### src/rtl/alu_seq_pkg.sv
// Shared encodings for the ALU sequencer: FSM states, ALU opcodes and B-operand shifts.
package alu_seq_pkg;

  typedef enum logic [2:0] {
    S_IDLE = 3'd0,
    S_RD_A = 3'd1,
    S_RD_B = 3'd2,
    S_EXEC = 3'd3,
    S_WB   = 3'd4,
    S_DONE = 3'd5
  } state_t;

  typedef enum logic [1:0] {
    OP_ADD = 2'b00,
    OP_SUB = 2'b01,
    OP_AND = 2'b10,
    OP_NOT = 2'b11
  } opcode_t;

  typedef enum logic [1:0] {
    SH_NONE = 2'b00,
    SH_LSL  = 2'b01,
    SH_LSR  = 2'b10,
    SH_ASR  = 2'b11
  } shift_t;

endpackage

### src/rtl/alu_shift_unit.sv
// Combinational B-operand shifter followed by the ALU and its Z/N/V flag logic.
module alu_shift_unit
  import alu_seq_pkg::*;
#(
  parameter int unsigned W = 16
) (
  input  logic [W-1:0] a_i,
  input  logic [W-1:0] b_i,
  input  logic [1:0]   opcode_i,
  input  logic [1:0]   shift_i,
  output logic [W-1:0] result_o,
  output logic         z_o,
  output logic         n_o,
  output logic         v_o
);

  logic [W-1:0] bsh;
  logic [W-1:0] res;
  logic         ovf;

  always_comb begin
    bsh = b_i;
    unique case (shift_t'(shift_i))
      SH_NONE: bsh = b_i;
      SH_LSL:  bsh = {b_i[W-2:0], 1'b0};
      SH_LSR:  bsh = {1'b0, b_i[W-1:1]};
      SH_ASR:  bsh = {b_i[W-1], b_i[W-1:1]};
      default: bsh = b_i;
    endcase
  end

  // Overflow: operands (after negating B for SUB) share a sign that the result lacks.
  always_comb begin
    res = '0;
    ovf = 1'b0;
    unique case (opcode_t'(opcode_i))
      OP_ADD: begin
        res = a_i + bsh;
        ovf = (a_i[W-1] == bsh[W-1]) && (res[W-1] != a_i[W-1]);
      end
      OP_SUB: begin
        res = a_i - bsh;
        ovf = (a_i[W-1] != bsh[W-1]) && (res[W-1] != a_i[W-1]);
      end
      OP_AND: res = a_i & bsh;
      OP_NOT: res = ~bsh;
      default: res = '0;
    endcase
  end

  assign result_o = res;
  assign z_o      = (res == '0);
  assign n_o      = res[W-1];
  assign v_o      = ovf;

endmodule

### src/rtl/alu_sequencer.sv
// Multi-cycle sequencer: reads two registers, runs one ALU op and writes the result back.
module alu_sequencer
  import alu_seq_pkg::*;
#(
  parameter int unsigned W = 16
) (
  input  logic         clk,
  input  logic         reset,
  input  logic         start,
  input  logic [1:0]   opcode,
  input  logic [1:0]   shift,
  input  logic [2:0]   rd,
  input  logic [2:0]   rn,
  input  logic [2:0]   rm,
  input  logic [W-1:0] reg_rdata,
  output logic [2:0]   readnum,
  output logic [2:0]   writenum,
  output logic         write,
  output logic [W-1:0] reg_wdata,
  output logic         busy,
  output logic         done,
  output logic [2:0]   status
);

  state_t       state_q, state_d;
  logic [W-1:0] a_q, b_q, c_q;
  logic [1:0]   op_q, sh_q;
  logic [2:0]   rd_q, rn_q, rm_q;
  logic [2:0]   status_q;

  logic [W-1:0] alu_res;
  logic         alu_z, alu_n, alu_v;

  alu_shift_unit #(.W(W)) u_alu (
    .a_i      (a_q),
    .b_i      (b_q),
    .opcode_i (op_q),
    .shift_i  (sh_q),
    .result_o (alu_res),
    .z_o      (alu_z),
    .n_o      (alu_n),
    .v_o      (alu_v)
  );

  always_comb begin
    state_d = state_q;
    unique case (state_q)
      S_IDLE:  if (start) state_d = S_RD_A;
      S_RD_A:  state_d = S_RD_B;
      S_RD_B:  state_d = S_EXEC;
      S_EXEC:  state_d = S_WB;
      S_WB:    state_d = S_DONE;
      S_DONE:  state_d = S_IDLE;
      default: state_d = S_IDLE;
    endcase
  end

  always_ff @(posedge clk or posedge reset) begin
    if (reset) begin
      state_q  <= S_IDLE;
      a_q      <= '0;
      b_q      <= '0;
      c_q      <= '0;
      op_q     <= '0;
      sh_q     <= '0;
      rd_q     <= '0;
      rn_q     <= '0;
      rm_q     <= '0;
      status_q <= '0;
    end else begin
      state_q <= state_d;
      unique case (state_q)
        S_IDLE: if (start) begin
          op_q <= opcode;
          sh_q <= shift;
          rd_q <= rd;
          rn_q <= rn;
          rm_q <= rm;
        end
        S_RD_A: a_q <= reg_rdata;
        S_RD_B: b_q <= reg_rdata;
        S_EXEC: begin
          c_q      <= alu_res;
          status_q <= {alu_z, alu_n, alu_v};
        end
        default: ;
      endcase
    end
  end

  always_comb begin
    readnum = '0;
    unique case (state_q)
      S_RD_A:  readnum = rn_q;
      S_RD_B:  readnum = rm_q;
      default: readnum = '0;
    endcase
  end

  assign write     = (state_q == S_WB);
  assign writenum  = write ? rd_q : '0;
  assign reg_wdata = write ? c_q : '0;
  assign busy      = (state_q != S_IDLE);
  assign done      = (state_q == S_DONE);
  assign status    = status_q;

endmodule

### config.mk
export PLATFORM = sky130hd
export DESIGN_NAME = alu_sequencer
export DESIGN_NICKNAME = d
export VERILOG_FILES = /design/src/rtl/alu_seq_pkg.sv /design/src/rtl/alu_shift_unit.sv /design/src/rtl/alu_sequencer.sv
export SDC_FILE = /design/constraint.sdc
export NUM_CORES = 1
export LEC_CHECK = 0
export ABC_AREA = 1
export BUFFER_PORTS_ARGS = -buffer_cell sky130_fd_sc_hd__clkbuf_2
export CORE_AREA = 2 2 138 106
export CTS_BUF_LIST = sky130_fd_sc_hd__clkbuf_16
export DETAILED_ROUTE_END_ITERATION = 16
export DIE_AREA = 0 0 140 108
export SKIP_CTS_REPAIR_TIMING = 1
export SYNTH_ARGS = -nofsm -noshare
export SYNTH_HDL_FRONTEND = slang
export SYNTH_SLANG_ARGS = --single-unit
### constraint.sdc
create_clock -name clk -period 3.6 [get_ports clk]
set_input_delay 0.36 -clock clk [delete_from_list [all_inputs] [get_ports clk]]
set_output_delay 0.36 -clock clk [all_outputs]
set_load 0.01 [all_outputs]
Word-level counts from Yosys, hierarchy flattened
Index checks and enable logic that the tools add are counted.

storage, ports and cells
  word-level logic and storage cells = 46
  memories kept = 0
  memory bits (read-only) = 0
  bits in registers = 67
  bits in writable memories = 0
  output and inout bits = 28
  input bits = 32
  latch bits = 0

cells by class
  eq/ne operators = 16
  multiplexer cells = 8
  reductions and logical operators = 8
  divide/modulo/power cells = 0
  order comparisons = 0
  shift-type cells = 0
  add/subtract/negate cells = 2
  bitwise logic cells = 2
  multiply operators = 0

operators with widths
  operator                                             count
  one-hot mux 16 bit (4 select lines)                  2
  adder 16 bit                                         1
  AND 16 bit                                           1
  zero test 16 bit                                     1
  2-to-1 mux 16 bit                                    1
  NOT 16 bit                                           1
  subtractor 16 bit                                    1
  one-hot mux 3 bit (5 select lines)                   1
  equality test 2 bit, second input constant           4
  equality test 3 x 2 -> 1 bit, second input constant  2
  equality test 3 bit, second input constant           2
  2-to-1 mux 3 bit                                     2
  one-hot mux 3 bit (2 select lines)                   1
  equality test 2 x 1 -> 1 bit, second input constant  2
  zero test 2 bit                                      2
  equality test 3 x 1 -> 1 bit, second input constant  1
  zero test 3 bit                                      1
  != test 1 bit                                        3
  nonzero test 3 bit                                   1
  logical AND 1 bit                                    2
  != test 2 bit, second input constant                 1
  one-hot mux 1 bit (2 select lines)                   1
  AND reduction 2 bit                                  1
  equality test 1 bit                                  1

Logic depth before layout (Yosys ltp)
  word-level depth = 6
  depth in mapped cells = 23
  mapped depth without buffers = 21

By module
From an unflattened synthesis, not the netlist that was laid out.

unflattened totals
  cell total of the unflattened synthesis = 834
  area total of the unflattened synthesis = 5477.8 sq um

modules (own cells, without submodules)
  module          area an instance (sq um)  sequential area each (sq um)  instances  cells each
  alu_sequencer   2869.0                    1676.6                        1          328
  alu_shift_unit  2608.8                    0.0                           1          506

Worst setup path before layout
Ideal clock, no wire load.

  path kind = reg-to-reg
  start point = register sh_q[1]
  end point = register status_q[2] (netlist: status[2])
  arrival time = 2.546 ns
  buffers on the path = 2
  slack = 0.976 ns
  clock period less this slack = 2.624 ns
  stages on the path, launching flop included = 20
  setup time = 0.078 ns
  required time = 3.522 ns
  cells stage by stage = dfrtp_1 > buf_4 > nor2_2 > inv_1 > or2_2 > o221ai_1 > inv_1 > ha_1 > buf_2 > inv_1 > nor3_1 > and2_1 > nand2_1 > nand3_1 > nand2_1 > nand2_1 > nand3_1 > nor2_1 > nand2_1 > o21bai_1

between the ends
  longest elaborated chain between the ends = 5
  elaborated cells on any way between the ends = 11
  those cells by class = add/sub: 2; eq/ne: 3; mux: 2; bitwise: 2; reduce/logical: 2

ends and longest elaborated chain
  item                                               line                  text
  start, declared                                    alu_sequencer.sv:27   logic [1:0] op_q, sh_q;
  start signal, assigned                             alu_sequencer.sv:75   sh_q <= shift;
  equality test 2 bit, or another cell as far along  alu_shift_unit.sv:23  unique case (shift_t'(shift_i))
  one-hot mux 16 bit (4 select lines) (*)            alu_shift_unit.sv:23
  subtractor 16 bit, or another cell as far along    alu_shift_unit.sv:42  res = a_i - bsh;
  one-hot mux 16 bit (4 select lines) (*)            alu_shift_unit.sv:36  unique case (opcode_t'(opcode_i))
  zero test 16 bit (*)                               alu_shift_unit.sv:52  assign z_o = (res == '0);
  end signal, assigned                               alu_sequencer.sv:84   status_q <= {alu_z, alu_n, alu_v};
  end, declared                                      alu_sequencer.sv:29   logic [2:0] status_q;

Mark *: on every way between the ends. The rest lies on a longest branch, timed or not.
A chain may end at the register's enable or synchronous reset.

Final worst setup path
Same ends and word-level chain as after synthesis.

==> metrics.txt <==
result of the run=finished with violations; violations in the final reports=design-rule violations; vias in the first global route=4531; antenna violations before repair=0; met2 GRT Util=26.85%; Post-Syn Instances=814; residual DRC count=5; Worst-path clk slew=60 ps; first-pass GRT wire length=23130 um; critical path fanouts, max=12; via count normalized by instance count=4.953; yosys synthesis warning count=0; Netlist cell types=34; upper clock frequency limit=307.3 MHz; detailed router's first-iteration violation count=364; most used flip-flop cell after synthesis=sky130_fd_sc_hd__dfrtp_1; count of nets left with antenna violations after detail routing=0; layout cells sized above 1=11.89%; boundary pin count=60; final period utilization=90.40%; area share of the largest cell type after synthesis=31.34%; async set or reset register ratio after synthesis=100.0%; Detailed Place HPWL=11420 um; number of detailed-route iterations in the first pass=11; normalized max-slew margin=35.25%; Worst setup SP type=flip-flop; buffers from clock root to sink, at most=2; post-synth net total=880; sequential share of the synthesized area=31.34%; number of hold-slack violations in the final timing report=0; Inserted Diodes=0; initial standard-cell utilization of the core=38.59%; class of the tightest hold or removal check=primary input to asynchronous set/reset pin; width of the chip=140 um; CP Data Arrival Time=3510 ps; Setup-failing EPs final=0; # nets final=927; port buffer count=59; combined global-route utilization of all metal layers=19.51%; Area Overhead vs Synth=14.39%; Max Cap Violations=0; synthesized area per cell=6.474 um2; largest clock skew in the final design=9.446 ps; number of enable-type register cells in the synthesized netlist=0; post-synthesis instance area=0.005270 mm2; clock network latency to the later pin of the worst-skew pair=340 ps; Global Route met1 Usage=31.15%; Clock Sinks=66; CP endpoint kind=flip-flop; die outline area=0.01512 mm2; transition at the pin with the smallest max-transition slack=967.7 ps; H-tree levels=3; busiest layer in global routing=met1; TritonCTS clock tree=yes; Std-Cell Rows=37; filler instances=1482; largest net degree at the start of global routing=40; total grt overflow=0; dominant cells by area after synthesis=sky130_fd_sc_hd__dfrtp_1 31%, sky130_fd_sc_hd__nand2_1 16%, sky130_fd_sc_hd__inv_1 9.8%; routed wire length=14150 um; number of synthesized register bits=66; final critical delay including setup and external delays=3254 ps; Routed wire per std cell=13.59 um; unrepaired setup endpoints after global routing=no; TNS Setup=0 ps; cell taking the most area after synthesis=sky130_fd_sc_hd__dfrtp_1; die height=108 um; root buf cell=sky130_fd_sc_hd__clkbuf_16; TritonCTS buffer count=9; met3 routing resource usage after global routing=3.809%; Final Max Tran Viols=0; required time of the critical path=3860 ps; area of the core=0.01366 mm2; start-to-end type of the worst setup path=flip-flop to flip-flop; weighted congestion at the end of routability-driven global placement=0.9083; total via count in the routed design=5156
[registers in the layout, summed over array words and instances (netlist names)]
signal	flops
rd_q	3
status	3
rn_q	3
rm_q	3
state_q	3
b_q	16
op_q	2
a_q	16
sh_q	2
c_q	15
[cells in the final DEF, fill, tap and decap left out, types with 4 or more instances in the layout]
| master | count |
|---|---|
| sky130_fd_sc_hd__a21oi_1 | 30 |
| sky130_fd_sc_hd__o221ai_1 | 6 |
| sky130_fd_sc_hd__nand2_1 | 220 |
| sky130_fd_sc_hd__o21bai_1 | 4 |
| sky130_fd_sc_hd__buf_4 | 6 |
| sky130_fd_sc_hd__inv_2 | 5 |
| sky130_fd_sc_hd__clkbuf_2 | 59 |
| sky130_fd_sc_hd__o21ai_0 | 62 |
| sky130_fd_sc_hd__inv_1 | 137 |
| sky130_fd_sc_hd__clkbuf_16 | 9 |
| sky130_fd_sc_hd__ha_1 | 32 |
| sky130_fd_sc_hd__dfrtp_1 | 66 |
| sky130_fd_sc_hd__nor2_2 | 4 |
| sky130_fd_sc_hd__or2_2 | 6 |
| sky130_fd_sc_hd__a22oi_1 | 10 |
| sky130_fd_sc_hd__nor2_1 | 79 |
| sky130_fd_sc_hd__nor3_1 | 7 |
| sky130_fd_sc_hd__nand4_1 | 9 |
| sky130_fd_sc_hd__nand3_1 | 84 |
[path summary, 6_finish.rpt]
check,startpoint,slack [ps],end,cells past startpoint
setup / recovery,sh_q[1]$_DFFE_PP0P_,350,status[2]$_DFFE_PP0N_,16
hold / removal,reset,170,rd_q[0]$_DFFE_PP0P_,2
setup reg to reg,sh_q[1]$_DFFE_PP0P_,350,status[2]$_DFFE_PP0N_,16
hold reg to reg,b_q[5]$_DFFE_PP0N_,490,b_q[5]$_DFFE_PP0N_,2
max in group asynchronous,reset,2570,a_q[10]$_DFFE_PP0N_,3
min in group clk,start,250,state_q[0]$_DFFE_PP0P_,3
[synth_stat cells, types with 2 or more instances]
cell type / number
sky130_fd_sc_hd__mux2_2: 3
sky130_fd_sc_hd__clkbuf_1: 16
sky130_fd_sc_hd__nor2_2: 4
sky130_fd_sc_hd__ha_1: 32
sky130_fd_sc_hd__inv_2: 4
sky130_fd_sc_hd__a21boi_0: 2
sky130_fd_sc_hd__o21bai_1: 4
sky130_fd_sc_hd__o21ai_0: 62
sky130_fd_sc_hd__inv_1: 138
sky130_fd_sc_hd__a21oi_1: 30
sky130_fd_sc_hd__o22ai_1: 2
sky130_fd_sc_hd__or2_2: 6
sky130_fd_sc_hd__buf_2: 9
sky130_fd_sc_hd__a22oi_1: 10
sky130_fd_sc_hd__buf_4: 2
sky130_fd_sc_hd__and2_1: 3
sky130_fd_sc_hd__o211ai_1: 2
sky130_fd_sc_hd__nor2_1: 79
sky130_fd_sc_hd__nand3_1: 84
sky130_fd_sc_hd__nand4_1: 9
sky130_fd_sc_hd__fa_1: 2
sky130_fd_sc_hd__dfrtp_1: 66
sky130_fd_sc_hd__nand2_1: 220
sky130_fd_sc_hd__buf_6: 2
sky130_fd_sc_hd__nor3_1: 7
sky130_fd_sc_hd__a21oi_2: 3
sky130_fd_sc_hd__o221ai_1: 6
[critical path: stages (launching register included)]
cell	delay, ps
sky130_fd_sc_hd__dfrtp_1	520
sky130_fd_sc_hd__inv_2	170
sky130_fd_sc_hd__o22ai_1	410
sky130_fd_sc_hd__ha_1	330
sky130_fd_sc_hd__inv_1	80
sky130_fd_sc_hd__fa_1	440
sky130_fd_sc_hd__inv_1	160
sky130_fd_sc_hd__nand3_1	110
sky130_fd_sc_hd__nand2_1	140
sky130_fd_sc_hd__nand2_1	80
sky130_fd_sc_hd__a21oi_1	160
sky130_fd_sc_hd__nor2_1	60
sky130_fd_sc_hd__nor2_1	160
sky130_fd_sc_hd__nand2_1	70
sky130_fd_sc_hd__nor2_1	80
sky130_fd_sc_hd__nand3_1	70
sky130_fd_sc_hd__o21bai_1	120
[layout make-up]
| cell class | instances | area (um2) | share of cell area (%) |
|---|---|---|---|
| multi-input combinational | 577 | 2943 | 48.82 |
| sequential | 66 | 1652 | 27.40 |
| inverter | 142 | 533.0 | 8.842 |
| timing repair buffer | 65 | 340.3 | 5.645 |
| clock buffer | 9 | 225.2 | 3.736 |
| tap | 175 | 219.0 | 3.632 |
| clock inverter | 7 | 116.4 | 1.930 |
[layer usage]
layer	part of all wire, %	vias to the layer above
met4	0.74	0
met2	38	143
met3	5.0	11
li1	-	2681
met1	56	2321
met5	0	-
[per-stage QoR]
stage	instances	utilization [%]	area (um2)	setup slack [ps]	hold slack (ps)
global placement	1025	41.64	5687	423.0	468.6
floorplan	814	-	5270	976.4	453.0
finish	1041	44.14	6028	345.7	167.1
detailed placement	1025	41.64	5687	385.6	476.8
global route	1041	44.14	6028	53.22	248.3
CTS	1041	44.14	6028	372.4	197.1
[kinds of logic (layout without fill, tap and decap cells)]
group	count (synthesis)	in the layout	synth area share, %
AO/OA/AOI/OAI	124	124	13.60
adder cells (fa/ha/maj)	34	34	8.357
buffers and inverters	171	223	12.82
AND/OR/NAND/NOR	416	416	33.24
flip-flops	66	66	31.34
multiplexers	3	3	0.6410
Power is left out: the tool's default activity adds up to more than one toggle a clock period on the data nets, which glitch-free logic cannot reach.
